$ cat src/rtl/fetch_byte_queue_pkg.sv
// rtl/fetch_byte_queue_pkg.sv - shared constants and FSM encoding for the fetch byte queue
package fetch_byte_queue_pkg;
    localparam int LINE_BYTES = 16;
    localparam int WIN_BYTES  = 16;

    typedef enum logic [1:0] {
        ST_IDLE  = 2'b00,
        ST_FIRST = 2'b01,
        ST_RUN   = 2'b10
    } fbq_state_e;
endpackage

$ cat src/rtl/fetch_byte_queue_byte_window_rotator.sv
// rtl/fetch_byte_queue_byte_window_rotator.sv - log-shifter selecting a byte window from the line ring
module byte_window_rotator
    import fetch_byte_queue_pkg::*;
#(
    parameter int N_BYTES = 64,
    parameter int SH_W    = 6
) (
    input  logic [8*N_BYTES-1:0] i_bytes,
    input  logic [SH_W-1:0]      i_shift,
    output logic [8*WIN_BYTES-1:0] o_window
);
    logic [8*N_BYTES-1:0] w_stage [SH_W+1];

    assign w_stage[0] = i_bytes;

    // Stage s rotates the ring down by 2**s bytes, so byte i_shift lands at position 0.
    for (genvar s = 0; s < SH_W; s++) begin : g_stage
        localparam int SH = 2 ** s;
        assign w_stage[s+1] = i_shift[s]
            ? {w_stage[s][8*SH-1:0], w_stage[s][8*N_BYTES-1:8*SH]}
            : w_stage[s];
    end

    // Head byte goes to the most significant lane of the window.
    for (genvar i = 0; i < WIN_BYTES; i++) begin : g_lane
        assign o_window[8*(WIN_BYTES-1-i) +: 8] = w_stage[SH_W][8*i +: 8];
    end
endmodule

$ cat src/rtl/fetch_byte_queue.sv
// rtl/fetch_byte_queue.sv - line-fill byte queue presenting a 16-byte instruction window to decode
module fetch_byte_queue
    import fetch_byte_queue_pkg::*;
#(
    parameter int DEPTH_LINES = 4
) (
    input  logic         clk,
    input  logic         reset,
    input  logic         redirect,
    input  logic [31:0]  redirect_eip,
    input  logic [15:0]  redirect_cs,
    output logic [31:0]  fetch_addr,
    input  logic         fill_valid,
    input  logic [127:0] fill_data,
    output logic         fill_ready,
    output logic         ir_valid,
    output logic [127:0] IR,
    output logic [31:0]  EIP_OUT,
    output logic [15:0]  CS_OUT,
    input  logic         consume,
    input  logic [3:0]   instr_length
);
    localparam int PTR_W = $clog2(DEPTH_LINES);
    localparam int RD_W  = PTR_W + 4;
    localparam int CNT_W = RD_W + 1;
    localparam int TOTAL = DEPTH_LINES * LINE_BYTES;

    logic [127:0]     r_mem [DEPTH_LINES];
    fbq_state_e       r_state, w_state_next;
    logic [PTR_W-1:0] r_wr_ptr, w_wr_ptr_next;
    logic [RD_W-1:0]  r_rd_ptr, w_rd_ptr_next;
    logic [CNT_W-1:0] r_byte_cnt, w_byte_cnt_next;
    logic [31:0]      r_fetch_addr, w_fetch_addr_next;
    logic [31:0]      r_eip, w_eip_next;
    logic [15:0]      r_cs, w_cs_next;
    logic             w_fill_ready, w_ir_valid, w_fill_acc, w_consume_acc;
    logic [CNT_W:0]   w_occupied;
    logic [8*TOTAL-1:0] w_flat;
    logic [127:0]     w_window;

    // Unread bytes plus the consumed prefix of the head slot: a slot is free only if this leaves a whole line.
    assign w_occupied = {1'b0, r_byte_cnt} + (CNT_W+1)'(r_rd_ptr[3:0]);

    always_comb begin
        w_fill_ready      = 1'b0;
        w_ir_valid        = 1'b0;
        w_state_next      = r_state;
        w_wr_ptr_next     = r_wr_ptr;
        w_rd_ptr_next     = r_rd_ptr;
        w_byte_cnt_next   = r_byte_cnt;
        w_fetch_addr_next = r_fetch_addr;
        w_eip_next        = r_eip;
        w_cs_next         = r_cs;

        case (r_state)
            ST_FIRST: w_fill_ready = 1'b1;
            ST_RUN: begin
                w_fill_ready = (w_occupied <= (CNT_W+1)'(LINE_BYTES * (DEPTH_LINES - 1)));
                w_ir_valid   = (r_byte_cnt >= CNT_W'(WIN_BYTES));
            end
            default: ;
        endcase

        w_fill_acc    = fill_valid & w_fill_ready & ~redirect;
        w_consume_acc = consume & w_ir_valid & (instr_length != 4'd0) & ~redirect;

        if (redirect) begin
            w_state_next      = ST_FIRST;
            w_byte_cnt_next   = '0;
            w_wr_ptr_next     = '0;
            w_rd_ptr_next     = RD_W'(redirect_eip[3:0]);
            w_eip_next        = redirect_eip;
            w_cs_next         = redirect_cs;
            w_fetch_addr_next = {redirect_eip[31:4], 4'h0};
        end else begin
            if (w_fill_acc) begin
                w_state_next      = ST_RUN;
                w_wr_ptr_next     = r_wr_ptr + 1'b1;
                w_fetch_addr_next = r_fetch_addr + 32'd16;
            end
            if (r_state == ST_FIRST) begin
                if (w_fill_acc)
                    w_byte_cnt_next = CNT_W'(LINE_BYTES) - CNT_W'(r_rd_ptr[3:0]);
            end else begin
                w_byte_cnt_next = r_byte_cnt
                                + (w_fill_acc    ? CNT_W'(LINE_BYTES)   : '0)
                                - (w_consume_acc ? CNT_W'(instr_length) : '0);
            end
            if (w_consume_acc) begin
                w_rd_ptr_next = r_rd_ptr + RD_W'(instr_length);
                w_eip_next    = r_eip + 32'(instr_length);
            end
        end
    end

    always_ff @(posedge clk or posedge reset) begin
        if (reset) begin
            r_state      <= ST_IDLE;
            r_wr_ptr     <= '0;
            r_rd_ptr     <= '0;
            r_byte_cnt   <= '0;
            r_fetch_addr <= '0;
            r_eip        <= '0;
            r_cs         <= '0;
        end else begin
            r_state      <= w_state_next;
            r_wr_ptr     <= w_wr_ptr_next;
            r_rd_ptr     <= w_rd_ptr_next;
            r_byte_cnt   <= w_byte_cnt_next;
            r_fetch_addr <= w_fetch_addr_next;
            r_eip        <= w_eip_next;
            r_cs         <= w_cs_next;
        end
    end

    always_ff @(posedge clk) begin
        if (w_fill_acc)
            r_mem[r_wr_ptr] <= fill_data;
    end

    for (genvar g = 0; g < DEPTH_LINES; g++) begin : g_flat
        assign w_flat[128*g +: 128] = r_mem[g];
    end

    byte_window_rotator #(
        .N_BYTES (TOTAL),
        .SH_W    (RD_W)
    ) u_rotator (
        .i_bytes  (w_flat),
        .i_shift  (r_rd_ptr),
        .o_window (w_window)
    );

    // Gated so the window reads as zero out of reset, when slot contents are undefined.
    assign IR         = w_ir_valid ? w_window : '0;
    assign ir_valid   = w_ir_valid;
    assign fill_ready = w_fill_ready;
    assign fetch_addr = r_fetch_addr;
    assign EIP_OUT    = r_eip;
    assign CS_OUT     = r_cs;
endmodule

$ cat config.mk
export PLATFORM = sky130hd
export DESIGN_NAME = fetch_byte_queue
export DESIGN_NICKNAME = d
export VERILOG_FILES = /design/src/rtl/fetch_byte_queue_pkg.sv /design/src/rtl/fetch_byte_queue_byte_window_rotator.sv /design/src/rtl/fetch_byte_queue.sv
export SDC_FILE = /design/constraint.sdc
export NUM_CORES = 2
export LEC_CHECK = 0
export CAP_MARGIN = 10
export CORE_AREA = 2 2 348 350
export DETAILED_ROUTE_END_ITERATION = 8
export DIE_AREA = 0 0 350 352
export PLACE_DENSITY_LB_ADDON = 0.05
export SLEW_MARGIN = 40
export SYNTH_ARGS = -nofsm -noshare
export SYNTH_HDL_FRONTEND = slang
export SYNTH_SLANG_ARGS = --single-unit
$ cat constraint.sdc
create_clock -name clk -period 11.45 [get_ports clk]
set_clock_uncertainty 0.2 [all_clocks]
set_input_delay 2.29 -clock clk [delete_from_list [all_inputs] [get_ports clk]]
set_output_delay 2.29 -clock clk [all_outputs]
set_load 0.03 [all_outputs]
Yosys cells after proc, flatten, opt, wreduce, memory -nomap -nowiden
Memory sizes are Yosys's and may differ from the RTL's.
Index checks and enable logic that the tools add are counted.

word-level totals
  memories = 1
  RAM bits = 512
  word-level logic and storage cells = 56
  bits in registers = 97
  input bits = 185

operators by class
  $lt $le $gt $ge = 2
  $add $sub $neg = 8
  muxes and demuxes = 26
  bitwise operators = 6
  reduce and logical (&&, ||, !) cells = 3
  eq/ne operators = 3

memories
  name   depth  bits a word  rd ports  clocked after Yosys merged registers in  write ports  RTL line                source
  r_mem  4      128          4         0                                        1            fetch_byte_queue.sv:28  logic [127:0] r_mem [DEPTH_LINES];

operators by type and width
  cell                   number
  $mux 512               4
  $mux 384               1
  $mux 128               2
  $mux 32                4
  $add 32x4->32          1
  $add 32x5->32 const B  1
  $mux 7                 3
  $mux 6                 2
  $add 7x4->8            1
  $le 8x6->1 const B     1
  $mux 2                 4
  $add 7x5->7            1
  $ge 7x5->1 const B     1
  $sub 7x4->7            1
  $add 6x4->6            1
  $sub 5x4->6 const A    1
  $and 1x1->1            5
  $mux 5                 1
  $mux 4                 1
  $reduce_bool 2->1      2
  $reduce_bool 4->1      1
  $mux 1                 3
  $ne 3x3->1 const B     1
  $add 2x1->2 const B    1
  other kinds (4)        4

Longest topological paths before layout
  depth after elaboration = 10
  mapped depth = 19
  depth with buffers taken out = 17

Hierarchy
From an unflattened synthesis, not the netlist that was laid out.

unflattened totals
  cells, all modules = 4354
  area, all modules = 52009.9 sq um

modules (own cells, without submodules)
  module               area an instance (sq um)  cells an instance  times used
  byte_window_rotator  30007.5                   3116               1
  fetch_byte_queue     22002.4                   1238               1

Worst setup path after synthesis
Ideal clock, no wire load.

  path type = input-to-reg
  start point = input port fill_valid
  end point = memory r_mem[0][0], enable pin
  stages = 4
  data arrival time = 8.171 ns
  buffers on the path = 1
  library setup time = 0.617 ns
  required time = 10.633 ns
  path slack = 2.462 ns
  path through = nand2b_1 or3_1 clkbuf_1 nor2_1

on the way
  cells in the longest elaborated chain, start to end = 4

RTL lines
  what                          RTL line                 source
  start, declared               fetch_byte_queue.sv:13   input logic fill_valid,
  $and 1x1->1 (2 in a row)      fetch_byte_queue.sv:64   w_fill_acc = fill_valid & w_fill_ready & ~redirect;
  $mux 1                        fetch_byte_queue.sv:117  if (w_fill_acc)
  $mux 1 (not written as such)  fetch_byte_queue.sv:118  r_mem[r_wr_ptr] <= fill_data;
  end, declared                 fetch_byte_queue.sv:28

Every way passes these cells.

Worst setup path after layout
  start point = register r_rd_ptr[1]
  end point = output port IR[61]

on the way
  cells in the longest elaborated chain, start to end = 6

RTL lines
  what                    RTL line                                    source
  start, declared         fetch_byte_queue.sv:31                      logic [RD_W-1:0] r_rd_ptr, w_rd_ptr_next;
  start signal, assigned  fetch_byte_queue.sv:108                     r_rd_ptr <= w_rd_ptr_next;
  $mux 512 (3 in a row)   fetch_byte_queue_byte_window_rotator.sv:20  ? {w_stage[s][8*SH-1:0], w_stage[s][8*N_BYTES-1:8*SH]}
  $mux 384                fetch_byte_queue_byte_window_rotator.sv:20
  $mux 128                fetch_byte_queue_byte_window_rotator.sv:20
  $mux 128                fetch_byte_queue.sv:135                     assign IR = w_ir_valid ? w_window : '0;
  end, declared           fetch_byte_queue.sv:17                      output logic [127:0] IR,

Every way passes these cells.

==> run metrics <==
Top FF cell, synth edfxtp_1; Max Transition Viols Final 0; vias post-DR 34,110; peak per-stage delay on the critical path 0.86 ns; total gr overflow 0; core area 119,000 um2; CP Class reg2out; first-pass iteration count of the detailed router 6; Critical Path AT 5.43 ns; PortBufs 390; Clock Tree Root clkbuf_16; Mapped Cells 3,319; crit-path cells buf_4, buf_4, mux4_2, mux2i_1, mux2_2, nand2_1, o21ai_0, a211oi_1, clkdlybuf4s50_1; Cell Area, Synth 46,200 um2; maximum clock frequency 0.126 GHz; die area 123,000 um2; post-CTS setup buffers 0; cts repair resizes 0; worst-skew pair later-pin latency 0.66 ns; vias in the first global route 33,689; EDFF count, synth 512; largest net degree at the start of global routing 129; Hold Violations, Final 0; critical path's top delay family buffers and inverters; Setup Viol. Count Final 0; LEAKAGE 18.3 nW; CP Buf/Inv Count 3; residual DRC count 0; row count 127; Routed Antenna Nets 0; initial antenna violation count 1; syn avg cell area 13.9 um2; clk buf depth 3; met2 usage 41.6%; Hold Path Class reg2reg; Starting Density 38.7%; dpl hpwl 119,000 um; Routability Congestion 0.928; Worst setup EP type output pin; drt first-iter violations 3,489; Tightest Pin Transition 0.865 ns; Die Y 352 um; Die X 350 um; Synth Register Bits 605; Num CTS Buffers 74; clk slew on worst S/H paths 0.07 ns; Yosys warning count 0; cell mode on critical path buf_4; final wirelength 163,000 um; drt wl/cell 31.4 um; setup TNS 0 ns; Post-synth ARST share 15.4%; max-cap violations 0; cts hold-fix bufs 0; H-tree depth 3; CP Launch Type flip-flop; Total Power 0.00797 W; CTS tree yes; FF-to-FF setup slack 5.16 ns; GRT Total Usage 25.8%; GR Util met1 35.7%; largest cells by area after synthesis edfxtp_1 (33%), mux4_2 (28%), mux2i_1 (14%), dfrtp_1 (5.0%), a211oi_1 (2.7%); period utilization 69.2%; register area share after synthesis 38.3%; nets 3,729; DR vias/cell 6.59; GR met3 Demand/Resource 4.57%; Slew headroom 42.4%; largest fanout on the critical path 67; Clock Sinks 605; Synth cell types 60; Max IR drop VDD 0.0000980 V; power density cells 147 nW/um2; slowest CP cell dfrtp_4; # IOs 395; status completed; RSZ-0062 raised after global routing no; Synth top area share 33.3%; area grow syn2layout 16.9%; first-pass GRT wire length 238,000 um; layout cells sized above 1 24.8%; final worst path period need 7.92 ns; CP required 8.96 ns; Yosys top cell by area edfxtp_1; GR peak layer met2
[flip-flops by register name (all words and copies together), names as in the netlist]
signal / cells
r_mem: 512
EIP_OUT: 32
fetch_addr: 28
CS_OUT: 16
r_state: 2
r_rd_ptr: 6
r_byte_cnt: 7
r_wr_ptr: 2
[final timing paths]
| path | endpoint | startpoint | depth (start not counted) |
|---|---|---|---|
| setup / recovery | IR[61] | r_rd_ptr[1]$_DFFE_PP0P_ | 9 |
| hold / removal | CS_OUT[4]$_DFFE_PP0P_ | CS_OUT[4]$_DFFE_PP0P_ | 1 |
| setup reg to reg | r_mem[0][46]$_DFFE_PP_ | r_rd_ptr[1]$_DFFE_PP0P_ | 11 |
| hold reg to reg | CS_OUT[4]$_DFFE_PP0P_ | CS_OUT[4]$_DFFE_PP0P_ | 1 |
| max in group asynchronous | r_rd_ptr[4]$_DFFE_PP0P_ | reset | 3 |
| min in group asynchronous | CS_OUT[8]$_DFFE_PP0P_ | reset | 2 |
[layout make-up]
| type | count | area [um2] |
|---|---|---|
| repair buffers | 455 | 4760 |
| clock buffers | 91 | 1970 |
| multi-input cells | 2329 | 26900 |
| flip-flops and latches | 605 | 17700 |
| clock inverters | 38 | 477 |
| inverters | 43 | 194 |
| diodes | 1 | 2.50 |
| fillers | 10522 | 65300 |
| well taps | 1612 | 2020 |
[cell usage in the layout (no fill, tap or decap), drive strengths merged, types with 6 or more instances in the layout]
master         synthesis  layout
and4                   9       9
mux4                 576     576
o31ai                 21      21
or4                   20      20
and2                  35      35
xnor2                 26      26
a211oi               168     168
nand4                 12      12
o21a                   6       6
nand2                136     136
nor3                  17      17
nand3                 22      22
ha                    32      32
xor2                   8       8
inv                   42      45
mux2                  97      97
clkinv                 1      22
a21o                   6       6
edfxtp               512     512
clkdlybuf4s50          0     389
a31oi                 21      21
o22ai                129     129
nand2b                 9       9
bufinv                 0       9
mux2i                643     643
nor2b                  9       9
buf                  196      66
and3                  26      26
a21oi                 93      93
nor2                  64      64
nor4                   9       9
dfrtp                 93      93
o21ai                 93      93
clkbuf               149      91
[synthesized netlist by cell type (12+ instances only)]
| library cell | number |
|---|---|
| mux2i_1 | 643 |
| nor2_1 | 64 |
| a21oi_1 | 93 |
| buf_1 | 40 |
| o22ai_1 | 128 |
| buf_4 | 25 |
| buf_2 | 130 |
| and3_1 | 26 |
| nor3_1 | 17 |
| o21ai_0 | 93 |
| ha_1 | 32 |
| mux4_2 | 576 |
| nand2_1 | 136 |
| a31oi_1 | 21 |
| and2_1 | 35 |
| nand3_1 | 22 |
| edfxtp_1 | 512 |
| or4_1 | 20 |
| dfrtp_1 | 93 |
| inv_1 | 41 |
| a211oi_1 | 166 |
| o31ai_1 | 21 |
| clkbuf_1 | 148 |
| nand4_1 | 12 |
| xnor2_1 | 26 |
| mux2_2 | 97 |
[power by group]
group	switching (W)	internal [W]
Combinational	0.00154	0.00124
Sequential	0.000191	0.00258
Clock	0.000987	0.00143
Total	0.00272	0.00524
[routing by layer]
layer,share of wire [%],vias up
met5,0,-
met3,7.9,267
li1,-,14239
met1,41,17839
met4,3.3,0
met2,47,1765
[logic make-up (layout without fill, tap and decap cells)]
group / count (synthesis) / in the layout / share of synthesized area, %
adders and majority gates: 36 / 36 / 1.04
and+or+nand+nor: 381 / 381 / 4.11
DFF: 605 / 605 / 38.3
other: 1 / 5 / 0.00811
xor gates and xnor gates: 34 / 34 / 0.644
AOI/OAI and AO/OA: 558 / 558 / 7.80
buffers and inverters: 388 / 627 / 3.73
muxes: 1316 / 1316 / 44.4
[through the flow]
| stage | util (%) | cells | hold WS [ns] | worst slack (ns) | area, um2 |
|---|---|---|---|---|---|
| 2_1_floorplan | - | 3322 | 0.279 | 2.46 | 46200 |
| 6_report | 45.3 | 5174 | 0.306 | 3.53 | 54000 |
| 3_5_place_dp | 43.2 | 5042 | 0.296 | 4.33 | 51500 |
| 3_3_place_gp | 42.8 | 5027 | 0.287 | 4.15 | 51100 |
| 5_1_grt | 45.3 | 5173 | 0.324 | 3.31 | 54000 |
| 4_1_cts | 45.2 | 5171 | 0.308 | 3.59 | 54000 |
No activity file was read; power rests on OpenSTA's default activity.
